[src/rtl/shift_mix_stage.sv]
// AES round stage: ShiftRows then MixColumns (MixColumns bypassed on the final round),
// registered output with a skid buffer. Define SHIFT_MIX_PIPE2_EN for the 2-stage variant.
`timescale 1ns/1ps
module shift_mix_stage #(
  parameter int unsigned DATA_WIDTH = 128,
  parameter int unsigned ROUND_W    = 4,
  parameter int unsigned NUM_ROUNDS = 10
) (
  input  logic                  clk,
  input  logic                  rst,
  input  logic                  in_valid,
  output logic                  in_ready,
  input  logic [DATA_WIDTH-1:0] in_data,
  input  logic [ROUND_W-1:0]    in_round,
  output logic                  out_valid,
  input  logic                  out_ready,
  output logic [DATA_WIDTH-1:0] out_data,
  output logic [ROUND_W-1:0]    out_round
);

`ifdef SHIFT_MIX_PIPE2_EN
  localparam int unsigned SK_DEPTH = 2;
`else
  localparam int unsigned SK_DEPTH = 1;
`endif

  function automatic logic [7:0] xtime(input logic [7:0] b);
    return {b[6:0], 1'b0} ^ (b[7] ? 8'h1B : 8'h00);
  endfunction

  // byte(r + 4c) sits at bits [DATA_WIDTH-1-8(r+4c) -: 8]
  function automatic logic [DATA_WIDTH-1:0] shift_rows(input logic [DATA_WIDTH-1:0] d);
    logic [DATA_WIDTH-1:0] o;
    o = '0;
    for (int unsigned r = 0; r < 4; r++)
      for (int unsigned c = 0; c < 4; c++)
        o[DATA_WIDTH-1-8*(r+4*c) -: 8] = d[DATA_WIDTH-1-8*(r+4*((c+r)%4)) -: 8];
    return o;
  endfunction

  function automatic logic [DATA_WIDTH-1:0] mix_columns(input logic [DATA_WIDTH-1:0] d);
    logic [DATA_WIDTH-1:0] o;
    logic [7:0]            t [4];
    o = '0;
    for (int unsigned c = 0; c < 4; c++) begin
      for (int unsigned r = 0; r < 4; r++) t[r] = d[DATA_WIDTH-1-8*(r+4*c) -: 8];
      o[DATA_WIDTH-1-8*(0+4*c) -: 8] = xtime(t[0]) ^ xtime(t[1]) ^ t[1] ^ t[2] ^ t[3];
      o[DATA_WIDTH-1-8*(1+4*c) -: 8] = t[0] ^ xtime(t[1]) ^ xtime(t[2]) ^ t[2] ^ t[3];
      o[DATA_WIDTH-1-8*(2+4*c) -: 8] = t[0] ^ t[1] ^ xtime(t[2]) ^ xtime(t[3]) ^ t[3];
      o[DATA_WIDTH-1-8*(3+4*c) -: 8] = xtime(t[0]) ^ t[0] ^ t[1] ^ t[2] ^ xtime(t[3]);
    end
    return o;
  endfunction

  logic                  accept, consume;
  logic                  new_valid, pending_next;
  logic [DATA_WIDTH-1:0] new_data;
  logic [ROUND_W-1:0]    new_round;

  logic                  or_valid, or_valid_n;
  logic [DATA_WIDTH-1:0] or_data, or_data_n;
  logic [ROUND_W-1:0]    or_round, or_round_n;
  logic [DATA_WIDTH-1:0] sk_data [SK_DEPTH];
  logic [DATA_WIDTH-1:0] sk_data_n [SK_DEPTH];
  logic [ROUND_W-1:0]    sk_round [SK_DEPTH];
  logic [ROUND_W-1:0]    sk_round_n [SK_DEPTH];
  logic [1:0]            sk_count, sk_count_n;
  logic                  ready_q, ready_n;

  assign accept = in_valid & ready_q;
  assign consume = or_valid & out_ready;

`ifdef SHIFT_MIX_PIPE2_EN
  logic                  p_valid, p_bypass;
  logic [DATA_WIDTH-1:0] p_data;
  logic [ROUND_W-1:0]    p_round;

  always_ff @(posedge clk or negedge rst) begin
    if (!rst) begin
      p_valid  <= 1'b0;
      p_bypass <= 1'b0;
      p_data   <= '0;
      p_round  <= '0;
    end else begin
      p_valid <= accept;
      if (accept) begin
        p_data   <= shift_rows(in_data);
        p_round  <= in_round;
        p_bypass <= (in_round == ROUND_W'(NUM_ROUNDS));
      end
    end
  end

  always_comb begin
    new_valid    = p_valid;
    new_data     = p_bypass ? p_data : mix_columns(p_data);
    new_round    = p_round;
    pending_next = accept;
  end
`else
  logic [DATA_WIDTH-1:0] sr;

  always_comb begin
    sr           = shift_rows(in_data);
    new_valid    = accept;
    new_data     = (in_round == ROUND_W'(NUM_ROUNDS)) ? sr : mix_columns(sr);
    new_round    = in_round;
    pending_next = 1'b0;
  end
`endif

  // Skid is a shift queue (entry 0 oldest). in_ready is precomputed so that every
  // result already in flight is guaranteed a slot before it arrives.
  always_comb begin
    or_valid_n = or_valid;
    or_data_n  = or_data;
    or_round_n = or_round;
    sk_count_n = sk_count;
    for (int unsigned i = 0; i < SK_DEPTH; i++) begin
      sk_data_n[i]  = sk_data[i];
      sk_round_n[i] = sk_round[i];
    end
    if (consume && sk_count != 2'd0) begin
      or_data_n  = sk_data[0];
      or_round_n = sk_round[0];
      for (int unsigned i = 0; i + 1 < SK_DEPTH; i++) begin
        sk_data_n[i]  = sk_data[i+1];
        sk_round_n[i] = sk_round[i+1];
      end
      for (int unsigned i = 0; i < SK_DEPTH; i++) begin
        if (new_valid && (i + 1 == 32'(sk_count))) begin
          sk_data_n[i]  = new_data;
          sk_round_n[i] = new_round;
        end
      end
      sk_count_n = new_valid ? sk_count : sk_count - 2'd1;
    end else if (consume || !or_valid) begin
      or_valid_n = new_valid;
      if (new_valid) begin
        or_data_n  = new_data;
        or_round_n = new_round;
      end
    end else if (new_valid) begin
      for (int unsigned i = 0; i < SK_DEPTH; i++) begin
        if (i == 32'(sk_count)) begin
          sk_data_n[i]  = new_data;
          sk_round_n[i] = new_round;
        end
      end
      sk_count_n = sk_count + 2'd1;
    end
    ready_n = (32'(sk_count_n) + 32'(pending_next)) < SK_DEPTH;
  end

  always_ff @(posedge clk or negedge rst) begin
    if (!rst) begin
      or_valid <= 1'b0;
      or_data  <= '0;
      or_round <= '0;
      sk_count <= '0;
      ready_q  <= 1'b1;
      for (int unsigned i = 0; i < SK_DEPTH; i++) begin
        sk_data[i]  <= '0;
        sk_round[i] <= '0;
      end
    end else begin
      or_valid <= or_valid_n;
      or_data  <= or_data_n;
      or_round <= or_round_n;
      sk_count <= sk_count_n;
      ready_q  <= ready_n;
      for (int unsigned i = 0; i < SK_DEPTH; i++) begin
        sk_data[i]  <= sk_data_n[i];
        sk_round[i] <= sk_round_n[i];
      end
    end
  end

  assign in_ready  = ready_q;
  assign out_valid = or_valid;
  assign out_data  = or_data;
  assign out_round = or_round;

endmodule

[config.mk]
export PLATFORM = sky130hd
export DESIGN_NAME = shift_mix_stage
export DESIGN_NICKNAME = d
export VERILOG_FILES = /design/src/rtl/shift_mix_stage.sv
export SDC_FILE = /design/constraint.sdc
export NUM_CORES = 1
export LEC_CHECK = 0
export BUFFER_PORTS_ARGS = -buffer_cell sky130_fd_sc_hd__buf_2
export CORE_MARGIN = 2
export CORE_UTILIZATION = 60
export CTS_BUF_LIST = sky130_fd_sc_hd__clkbuf_8
export DETAILED_ROUTE_END_ITERATION = 7
export GPL_ROUTABILITY_DRIVEN = 1
export PLACE_DENSITY_LB_ADDON = 0.12
export SLEW_MARGIN = 40
export SYNTH_ARGS = -nofsm -noshare
export SYNTH_HDL_FRONTEND = slang
export SYNTH_SLANG_ARGS = --single-unit
[constraint.sdc]
create_clock -name clk -period 2.8 [get_ports clk]
set_clock_uncertainty 0.05 [all_clocks]
set_input_delay 0.42 -clock clk [delete_from_list [all_inputs] [get_ports clk]]
set_output_delay 0.42 -clock clk [all_outputs]
set_load 0.005 [all_outputs]
==> impl_metrics.yaml <==
sta:
  finalHoldViolations: 0
  tns_ns: 0
  setup_viol: 0
  final_max_slew_viol_count: 0
  clock.fmax_ghz: 0.464
  rsz0062_at_grt: "no"
  min_period_ns: 2.15
  fin_crit_sh: 0.769
  relSlewSlack: 0.472
  hold_ws_ns: 0.118
  tightest_slew_ns: 0.792
status:
  status: "finished clean"
placed_design:
  io_buffers: 269
  postPlaceCellArea_mm2: 0.0183
  gp_congestion: 0.866
  dp_hpwl_um: 30200
detailed_routing:
  first_pass_iters: 7
  drtAntennaViolNets: 0
  drc: 0
  wl_per_cell_um: 21.0
  num_vias: 13200
  avgViaCountPerCell: 6.22
  drtIter0Drc: 1232
  wl_um: 44700
min_path:
  hp-start: "in_round[1]"
  holdCritPathClass: "in2reg"
cts:
  cts_made_buffers: 48
  cts_tree: "yes"
  ctsResizeCount: 0
  cts.clk_slew.worst_paths_ns: 0.06
  cts_max_path_buffers: 3
  clk-insertion-delay-late_ns: 0.56
  cts_hold_buf: 1
  root_buffer: "clkbuf_8"
  htreeDepth: 2
  post_cts_buffers: 0
  cts_sinks: 268
global_route:
  antenna_found_initial: 2
  grt_max_degree: 139
  grt_pass1_wl_um: 70500
  grt_pass1_vias: 13000
  grt-ovfl-total: 0
  grt_usage: 0.310
critical_path:
  crit_arrival_ns: 2.58
  cp-start-kind: "flip-flop"
  r2r-start: "sk_count[1]"
  cp-end-kind: "flip-flop"
  criticalPathCategory: "reg2reg"
  r2r_slack_ns: 0.65
  crit_path_max_fanout: 18
  cp.required_ns: 3.22
  critPathLaunch: "sk_count[1]"
floorplan:
  coreArea_mm2: 0.0270
  die_h_um: 170
  die_x_um: 170
  num_rows: 60
  dieArea_mm2: 0.0290
  initial_core_util: 0.614
  boundaryPins: 270
yosys:
  synth_flop_cell: "dfrtp_1"
  synthArstFlopShare: 1.00
  yosysWarnings: 0
  synth_edf_count: 0
  ys_ff_latch: 268
  yosysSeqAreaShare: 0.404
  synth_cell_type_count: 41
  syn_inst: 1537
  syn_avg_cell_area_um2: 10.8
  syn_area_mm2: 0.0166
  syn_nets: 1675
cells_and_area:
  drive_above_1_share: 0.218
  layout.nets: 1891
  syn2layout_area_growth_pct: 16.1
  nFillCells: 2029
  final_area_mm2: 0.0193
pwr:
  p_leak_nw: 9.28
  powerDensity_mw_per_mm2: 954
  total_power_w: 0.0184
  irDropWorstVdd_uv: 675
flow_run:
  cap_violations: 0
==> final cells by class <==
type,count,area [um^2],share of cell area
Inverter,2,7.51,0.000390
Timing Repair Buffer,300,1800,0.0934
Clock buffer,61,840,0.0436
Antenna cell,2,5.00,0.000260
Sequential cell,268,6710,0.348
Tap cell,341,427,0.0221
Clock inverter,22,121,0.00630
Multi-Input combinational cell,1133,9360,0.486
==> sequential cells by signal, summed over array words and instances, names as in the netlist <==
| name | count |
|---|---|
| in_ready | 1 |
| out_data | 128 |
| out_round | 4 |
| out_valid | 1 |
| sk_count | 2 |
| sk_data | 128 |
| sk_round | 4 |
==> metal layers <==
layer,up-vias,global-route usage,share of wire
li1,5966,-,-
met5,-,0,0.00029
met4,2,0.0896,0.024
met2,586,0.482,0.47
met3,86,0.0588,0.078
met1,6605,0.449,0.43
==> synth_stat cells (2+ instances only) <==
cell type    n  area share
dfrtp_1    267        0.40
nand2_1    259       0.059
a31oi_1    252       0.095
nor2_1     135       0.031
o22ai_1    124       0.047
xnor3_1    111        0.15
clkbuf_1    82       0.019
xnor2_1     80       0.042
xor2_1      71       0.037
xor3_1      48       0.069
buf_2       44       0.013
o22a_1       8      0.0042
or2_2        8      0.0030
buf_1        5      0.0011
mux2_2       4      0.0027
o21a_1       4      0.0018
buf_6        3      0.0020
or2_1        3      0.0011
a21oi_1      2     0.00060
ha_1         2      0.0015
inv_1        2     0.00045
nand3b_1     2     0.00090
xnor3_2      2      0.0029
xor3_4       2      0.0033
==> power breakdown <==
group          switching [W]  total (W)  internal, W
Combinational        0.00390    0.00764      0.00374
Clock                0.00163    0.00366      0.00203
Sequential           0.00116    0.00707      0.00591
==> worst paths after layout <==
check / endpoint / depth (start not counted)
worst min-delay path: out_round[1] / 3
min in group asynchronous: sk_data[15] / 2
worst max-delay path: out_data[10] / 8
worst max register to register: out_data[10] / 8
worst min register to register: sk_data[43] / 1
max in group asynchronous: out_data[76] / 3
==> critical path, cell delays in order (launching register included) <==
cell and delay [ns]:
dfrtp_1 0.37, inv_1 0.08, ha_1 0.21, nand3b_1 0.29, o21ai_4 0.30, buf_16 0.23, buf_4 0.21, o22ai_1 0.11
a31oi_1 0.19
==> cell families after synthesis <==
group,share of synthesized area
adder cells (fa/ha/maj),0.00151
AO/OA/AOI/OAI,0.150
XOR/XNOR,0.307
AND/OR/NAND/NOR,0.0993
buffers and inverters,0.0354
flip-flops,0.404
multiplexers,0.00271
==> cells in the final DEF (no fill, tap or decap), types with 3 or more instances in the layout <==
cell type | Yosys | layout
inv_1 | 2 | 17
buf_12 | 0 | 15
buf_2 | 44 | 268
mux2_2 | 4 | 4
a31oi_1 | 252 | 252
nand2_1 | 259 | 259
xnor3_1 | 111 | 111
or2_1 | 3 | 3
o22ai_1 | 124 | 124
dfrtp_1 | 267 | 267
o21a_1 | 4 | 4
or2_2 | 8 | 8
clkbuf_8 | 0 | 61
nor2_1 | 135 | 135
clkinv_2 | 0 | 4
xnor2_1 | 80 | 80
o22a_1 | 8 | 8
buf_4 | 0 | 14
xor2_1 | 71 | 71
xor3_1 | 48 | 48
==> through the flow <==
stage | util | std cells | worst slack [ns]
2_1_floorplan | - | 1537 | 0.895
3_3_place_gp | 0.676 | 2042 | 0.521
3_5_place_dp | 0.677 | 2043 | 0.599
4_1_cts | 0.713 | 2127 | 0.662
5_1_grt | 0.713 | 2128 | 0.485
6_report | 0.713 | 2129 | 0.646
(Power assumes the default switching activity.)
